$ cat config.mk
export PLATFORM = sky130hd
export DESIGN_NAME = inst_fetch
export DESIGN_NICKNAME = d
export VERILOG_FILES = /design/src/rtl/fetch_pkg.sv /design/src/rtl/prog_mem.sv /design/src/rtl/inst_fetch.sv
export SDC_FILE = /design/constraint.sdc
export NUM_CORES = 1
export LEC_CHECK = 0
export BUFFER_PORTS_ARGS = -buffer_cell sky130_fd_sc_hd__buf_2
export CAP_MARGIN = 20
export CORE_MARGIN = 1
export CORE_UTILIZATION = 46
export CTS_BUF_LIST = sky130_fd_sc_hd__clkbuf_8
export CTS_CLUSTER_SIZE = 20
export DETAILED_ROUTE_END_ITERATION = 6
export PLACE_DENSITY = 0.63
export SYNTH_ARGS = -nofsm -noshare
export SYNTH_HDL_FRONTEND = slang
export SYNTH_SLANG_ARGS = --single-unit
$ cat constraint.sdc
create_clock -name clk -period 2.6 [get_ports clk]
set_input_delay 0.52 -clock clk [delete_from_list [all_inputs] [get_ports clk]]
set_output_delay 0.52 -clock clk [all_outputs]
set_load 0.01 [all_outputs]
$ cat src/rtl/fetch_pkg.sv
// Shared definitions for the instruction-fetch stage: state encoding and
// default geometry/opcode values used by inst_fetch and prog_mem.
package fetch_pkg;

    localparam int          DEPTH_DEF   = 32;
    localparam int          ADDR_W_DEF  = 5;
    localparam logic [7:0]  HALT_OP_DEF = 8'hFF;
    localparam logic [7:0]  NOP_OP_DEF  = 8'h00;

    typedef enum logic [1:0] {
        ST_LOAD = 2'd0,
        ST_RUN  = 2'd1,
        ST_HALT = 2'd2
    } fetch_state_t;

endpackage

$ cat src/rtl/prog_mem.sv
// Program memory: DEPTH x 8 register file, one write port and one
// combinational read port. Every word resets to NOP_OP so unloaded
// locations fetch as no-ops.
module prog_mem
    import fetch_pkg::*;
#(
    parameter int         DEPTH  = DEPTH_DEF,
    parameter int         ADDR_W = ADDR_W_DEF,
    parameter logic [7:0] NOP_OP = NOP_OP_DEF
) (
    input  logic              clk,
    input  logic              rst_n,
    input  logic              we,
    input  logic [ADDR_W-1:0] waddr,
    input  logic [7:0]        wdata,
    input  logic [ADDR_W-1:0] raddr,
    output logic [7:0]        rdata
);

    logic [7:0] mem [DEPTH];

    // Storage array: cleared to NOP on reset, written one byte per transfer.
    always_ff @(posedge clk or negedge rst_n) begin
        if (!rst_n) begin
            for (int i = 0; i < DEPTH; i++) begin
                mem[i] <= NOP_OP;
            end
        end else if (we) begin
            mem[waddr] <= wdata;
        end
    end

    assign rdata = mem[raddr];

endmodule

$ cat src/rtl/inst_fetch.sv
// Instruction-fetch stage: loads a program byte stream into prog_mem, then
// serves the word addressed by PC each cycle until a HALT opcode is fetched.
// Optional loader checksum on ld_sum is enabled by defining
// INST_FETCH_CHECKSUM_EN; otherwise ld_sum is tied to zero.
//
// state | meaning
// ------+-----------------------------------------------------------
// LOAD  | accepting loader bytes into memory, INST held at NOP
// RUN   | INST <= mem[PC] every cycle, out-of-range PC flags range_err
// HALT  | HALT opcode was fetched; INST frozen at NOP until reload
module inst_fetch
    import fetch_pkg::*;
#(
    parameter int         DEPTH   = DEPTH_DEF,
    parameter int         ADDR_W  = ADDR_W_DEF,
    parameter logic [7:0] HALT_OP = HALT_OP_DEF,
    parameter logic [7:0] NOP_OP  = NOP_OP_DEF
) (
    input  logic       clk,
    input  logic       CLB,
    input  logic       ld_valid,
    output logic       ld_ready,
    input  logic [7:0] ld_data,
    input  logic       ld_last,
    input  logic       reload,
    input  logic [7:0] PC,
    output logic [7:0] INST,
    output logic       inst_valid,
    output logic       halted,
    output logic       range_err,
    output logic [7:0] ld_sum
);

    // Range check uses the full 8-bit PC, so compare at 9 bits to allow DEPTH=256.
    localparam logic [8:0] DEPTH_W = 9'(DEPTH);

    fetch_state_t      state;
    logic [ADDR_W-1:0] wptr;
    logic [7:0]        rdata;
    logic              xfer;
    logic              wptr_last;
    logic              pc_in_range;

    assign ld_ready    = (state == ST_LOAD);
    assign xfer        = ld_ready && ld_valid;
    assign wptr_last   = (wptr == ADDR_W'(DEPTH - 1));
    assign pc_in_range = ({1'b0, PC} < DEPTH_W);

    prog_mem #(
        .DEPTH  (DEPTH),
        .ADDR_W (ADDR_W),
        .NOP_OP (NOP_OP)
    ) u_prog_mem (
        .clk   (clk),
        .rst_n (CLB),
        .we    (xfer),
        .waddr (wptr),
        .wdata (ld_data),
        .raddr (PC[ADDR_W-1:0]),
        .rdata (rdata)
    );

    // Sequencer, write pointer and registered fetch outputs.
    always_ff @(posedge clk or negedge CLB) begin
        if (!CLB) begin
            state      <= ST_LOAD;
            wptr       <= '0;
            INST       <= NOP_OP;
            inst_valid <= 1'b0;
            halted     <= 1'b0;
            range_err  <= 1'b0;
        end else begin
            case (state)
                ST_LOAD: begin
                    INST       <= NOP_OP;
                    inst_valid <= 1'b0;
                    if (xfer) begin
                        // Pointer stops at the last word; a full memory ends the load.
                        if (!wptr_last) begin
                            wptr <= wptr + ADDR_W'(1);
                        end
                        if (ld_last || wptr_last) begin
                            state <= ST_RUN;
                        end
                    end
                end
                ST_RUN: begin
                    if (reload) begin
                        state      <= ST_LOAD;
                        wptr       <= '0;
                        INST       <= NOP_OP;
                        inst_valid <= 1'b0;
                        halted     <= 1'b0;
                        range_err  <= 1'b0;
                    end else if (inst_valid && (INST == HALT_OP)) begin
                        state      <= ST_HALT;
                        INST       <= NOP_OP;
                        inst_valid <= 1'b0;
                        halted     <= 1'b1;
                    end else begin
                        inst_valid <= 1'b1;
                        if (pc_in_range) begin
                            INST <= rdata;
                        end else begin
                            INST      <= NOP_OP;
                            range_err <= 1'b1;
                        end
                    end
                end
                ST_HALT: begin
                    INST       <= NOP_OP;
                    inst_valid <= 1'b0;
                    if (reload) begin
                        state     <= ST_LOAD;
                        wptr      <= '0;
                        halted    <= 1'b0;
                        range_err <= 1'b0;
                    end
                end
                default: begin
                    state      <= ST_LOAD;
                    wptr       <= '0;
                    INST       <= NOP_OP;
                    inst_valid <= 1'b0;
                end
            endcase
        end
    end

`ifdef INST_FETCH_CHECKSUM_EN
    // Modulo-256 sum of accepted loader bytes; restarts when a reload enters LOAD.
    always_ff @(posedge clk or negedge CLB) begin
        if (!CLB) begin
            ld_sum <= 8'h00;
        end else if (reload && (state != ST_LOAD)) begin
            ld_sum <= 8'h00;
        end else if (xfer) begin
            ld_sum <= ld_sum + ld_data;
        end
    end
`else
    assign ld_sum = 8'h00;
`endif

endmodule
==> reports/results.ini <==
[logic_synthesis]
synth_area_sq_um = 12550
seq_area_frac_synth = 0.5465
yosys_warnings = 0
synth_top_area_frac = 0.5465
syn-instance-count = 827
synthTopCellsByArea = dfrtp_1 55%, mux2_2 22%, mux4_2 11%
synth_seq_cells = 274
synth_cell_types = 37
syn_area_per_cell_sq_um = 15.17
yosysTopAreaCell = dfrtp_1

[critical_path]
slowest_delay_ns = 0.61
rrSetupSlack_ns = 0.20
crit_buf_inv = 1
reg2reg_from = state[0]
crit_chain = inv_1 > ha_1 > nand3_1 > nor2_2 > mux2_2
startpoint_type = flop
cp_max_fo = 12
end_kind = flop
required_ns = 3.01
reg2reg_to = u_prog_mem.mem[146]
path_class = reg -> reg
worstRegToRegCells = 5
crit_arrival_ns = 2.82
cp_top_family = simple AND/OR/NAND/NOR gates
slowest_stage = nor2_2

[routing]
avgViaCountPerCell = 5.883
wl_per_cell_um = 23.72
drc_errors = 0
drt_iter0_drc = 480
ant_nets = 0
m1WireLength_um = 12920
routed.top_layer = met4
wl_met3_um = 1644
vias = 7307
drtPass1Iterations = 4
finalWirelength_um = 29460
met2_length_um = 14050

[timing]
fin_tns_setup_ns = 0
slew_viol_final = 0
whs_ns = 0.2269
hold_viol = 0
slew_headroom = 0.3313
skew_ns = 0.02572
period_minus_slack_ns = 2.402
max_freq_mhz = 416.3
tightest_slew_ns = 0.9953
final-setup-viol-count = 0
rsz0062_at_grt = false
fin_crit_sh = 0.9238

[clock_network]
cts_htree_levels = 2
clock_latency_ns = 0.55
cts_tree = yes
ctsLongestPathBuffers = 3
numCtsBuffers = 47
clk_pin_slew_ns = 0.05
clockRootBuffer = clkbuf_8
cts_sinks = 274

[global_route]
grt_overflow = 0
antenna_found_initial = 0
grt_pass1_wl_um = 47170
grt_pass1_vias = 8118
grt_max_degree = 76
gr-usage-all-layers = 0.2217

[finish]
final.fill_count = 2163
n_antenna_cell = 0
finish.net_count = 903
drive_above_1_share = 0.4828
areaGrowthSynthToFinish_pct = 11.34

[flow_run]
maxCapViolCount = 0

[power_and_ir_drop]
power.switching_w = 0.002740
p_int_w = 0.007533
swShare = 0.2667
leakage_nw = 6.805
p_seq_frac = 0.497
ir_worst_vdd_mv = 0.3363
p_clk_frac = 0.345
power_frac_comb = 0.158
power-per-cell-area_nw_per_um2 = 735.4

[hold_path]
hold_end = halted
holdPathStages = 2
min_from = reload
min_path_type = in -> reg

[placement]
place_congestion = 0.8111
io_buffers = 32
dp_hpwl_um = 18700

[floorplanning]
dieHeight_um = 167.2
num_rows = 60
die_w_um = 167.2
start_util = 0.4669
die-area_sq_um = 27940
core_sq_um = 26880
ios = 41

[run_status]
status = complete, no violations

==> stage by stage <==
step / cells / util / total power (W) / area [sq um] / setup WS (ns)
6_report: 1242 / 0.5198 / 0.01027 / 13970 / 0.1981
5_1_grt: 1242 / 0.5198 / 0.01078 / 13970 / 0.08514
4_1_cts: 1242 / 0.5198 / 0.01037 / 13970 / 0.2353
3_5_place_dp: 1165 / 0.4880 / 0.006790 / 13120 / 0.1212
3_3_place_gp: 1165 / 0.4880 / 0.006668 / 13120 / 0.1155
2_1_floorplan: 834 / - / 0.006245 / 12570 / 0.6808
==> worst register-to-register path, delay by kind of cell, from the launching register on <==
kind / cells / cell delay, ns
simple gates: 2 / 0.94
fa+ha+maj: 1 / 0.42
mux: 1 / 0.42
flops: 1 / 0.39
buf+inv: 1 / 0.11
==> final cells by class <==
type,instances,area (sq um),share of cell area
timing repair buffer,53,445.4,0.03189
multi-input combinational,490,5368,0.3842
tap,341,426.7,0.03054
inverter,8,30.03,0.002150
clock inverter,21,86.33,0.006180
sequential,274,6857,0.4908
clock buffer,55,757.0,0.05419
==> cells in the final DEF (no fill, tap or decap), drive strengths merged <==
cell	count
dfrtp	274
mux2	256
mux4	64
clkbuf	55
buf	52
nand2	46
a22oi	33
inv	25
nor2	18
a22o	11
ha	8
conb	8
nand3	7
o21ai	6
and3	5
nor2b	5
nor3	3
nand3b	3
a21oi	3
clkinv	3
nor3b	3
mux2i	2
or3	1
o41ai	1
and2	1
nand2b	1
or2	1
o211ai	1
nand4	1
nor4	1
o21bai	1
clkinvlp	1
dlygate4sd3	1
==> Yosys cell counts <==
cell type and count:
nand4_1 1, o211ai_1 1, a22oi_1 33, a22o_1 11, buf_1 3, dfrtp_1 274
o41ai_1 1, o21bai_1 1, nor3_1 3, nand3_1 7, buf_4 9, nand2_1 46
nor3b_1 2, ha_1 8, nand3b_1 3, o21ai_1 1, a21oi_1 3, mux2i_1 2
nor2_2 16, buf_6 6, inv_1 8, nor2_1 2, mux2_1 14, conb_1 1
and2_1 1, o21ai_0 5, buf_2 6, clkbuf_1 38, and3_1 5, or3_1 1
nor2b_1 5, nor4_1 1, nor3b_2 1, mux4_2 64, or2_2 1, nand2b_1 1
mux2_2 242
==> worst max path at each step <==
stage | cells after the start | startpoint | to | slack, ns
after global placement | 7 | PC[0] | INST[7] | 0.12
after floorplan | 6 | state[0] | u_prog_mem.mem[32] | 0.68
after global routing | 5 | state[0] | u_prog_mem.mem[147] | 0.09
final | 5 | state[0] | u_prog_mem.mem[146] | 0.20
after CTS | 5 | state[0] | u_prog_mem.mem[146] | 0.24
after detailed placement | 7 | PC[0] | INST[7] | 0.12
==> metal layers <==
layer  vias to the layer above  global-route usage
li1                       3153                   -
met1                      3905              0.3012
met2                       190              0.3576
met3                        59             0.04325
met4                         0             0.07858
met5                         -                   0
==> power by group through the flow <==
stage	clock, W	sequential (W)	combinational, W
after detailed placement	0	0.00517	0.00162
after CTS	0.00364	0.00510	0.00163
after global placement	0	0.00513	0.00154
after floorplan	0	0.00505	0.00119
after global routing	0.00385	0.00516	0.00176
final	0.00355	0.00511	0.00162
==> repair_timing <==
| item | 4_1_cts | 5_1_grt |
|---|---|---|
| buffers inserted | 0 | 0 |
| endpoints found under the hold margin | 66 | 0 |
| gates resized for setup | 0 | 0 |
| hold buffers | 1 | 0 |
==> sequential cells by signal, summed over array words and instances (netlist names) <==
register        cells
halted              1
range_err           1
inst_valid          1
wptr                5
INST                8
state               2
u_prog_mem.mem    256
==> kinds of logic after synthesis <==
logic type | count (synthesis) | synth area share
AND/OR/NAND/NOR | 96 | 0.03829
flip-flops | 274 | 0.5465
adder cells (fa/ha/maj) | 8 | 0.007978
multiplexers | 322 | 0.3462
AO/OA/AOI/OAI | 56 | 0.03291
other | 1 | 0.0002989
buffers and inverters | 70 | 0.02782
Note: power is estimated with default switching activity, not from simulation.
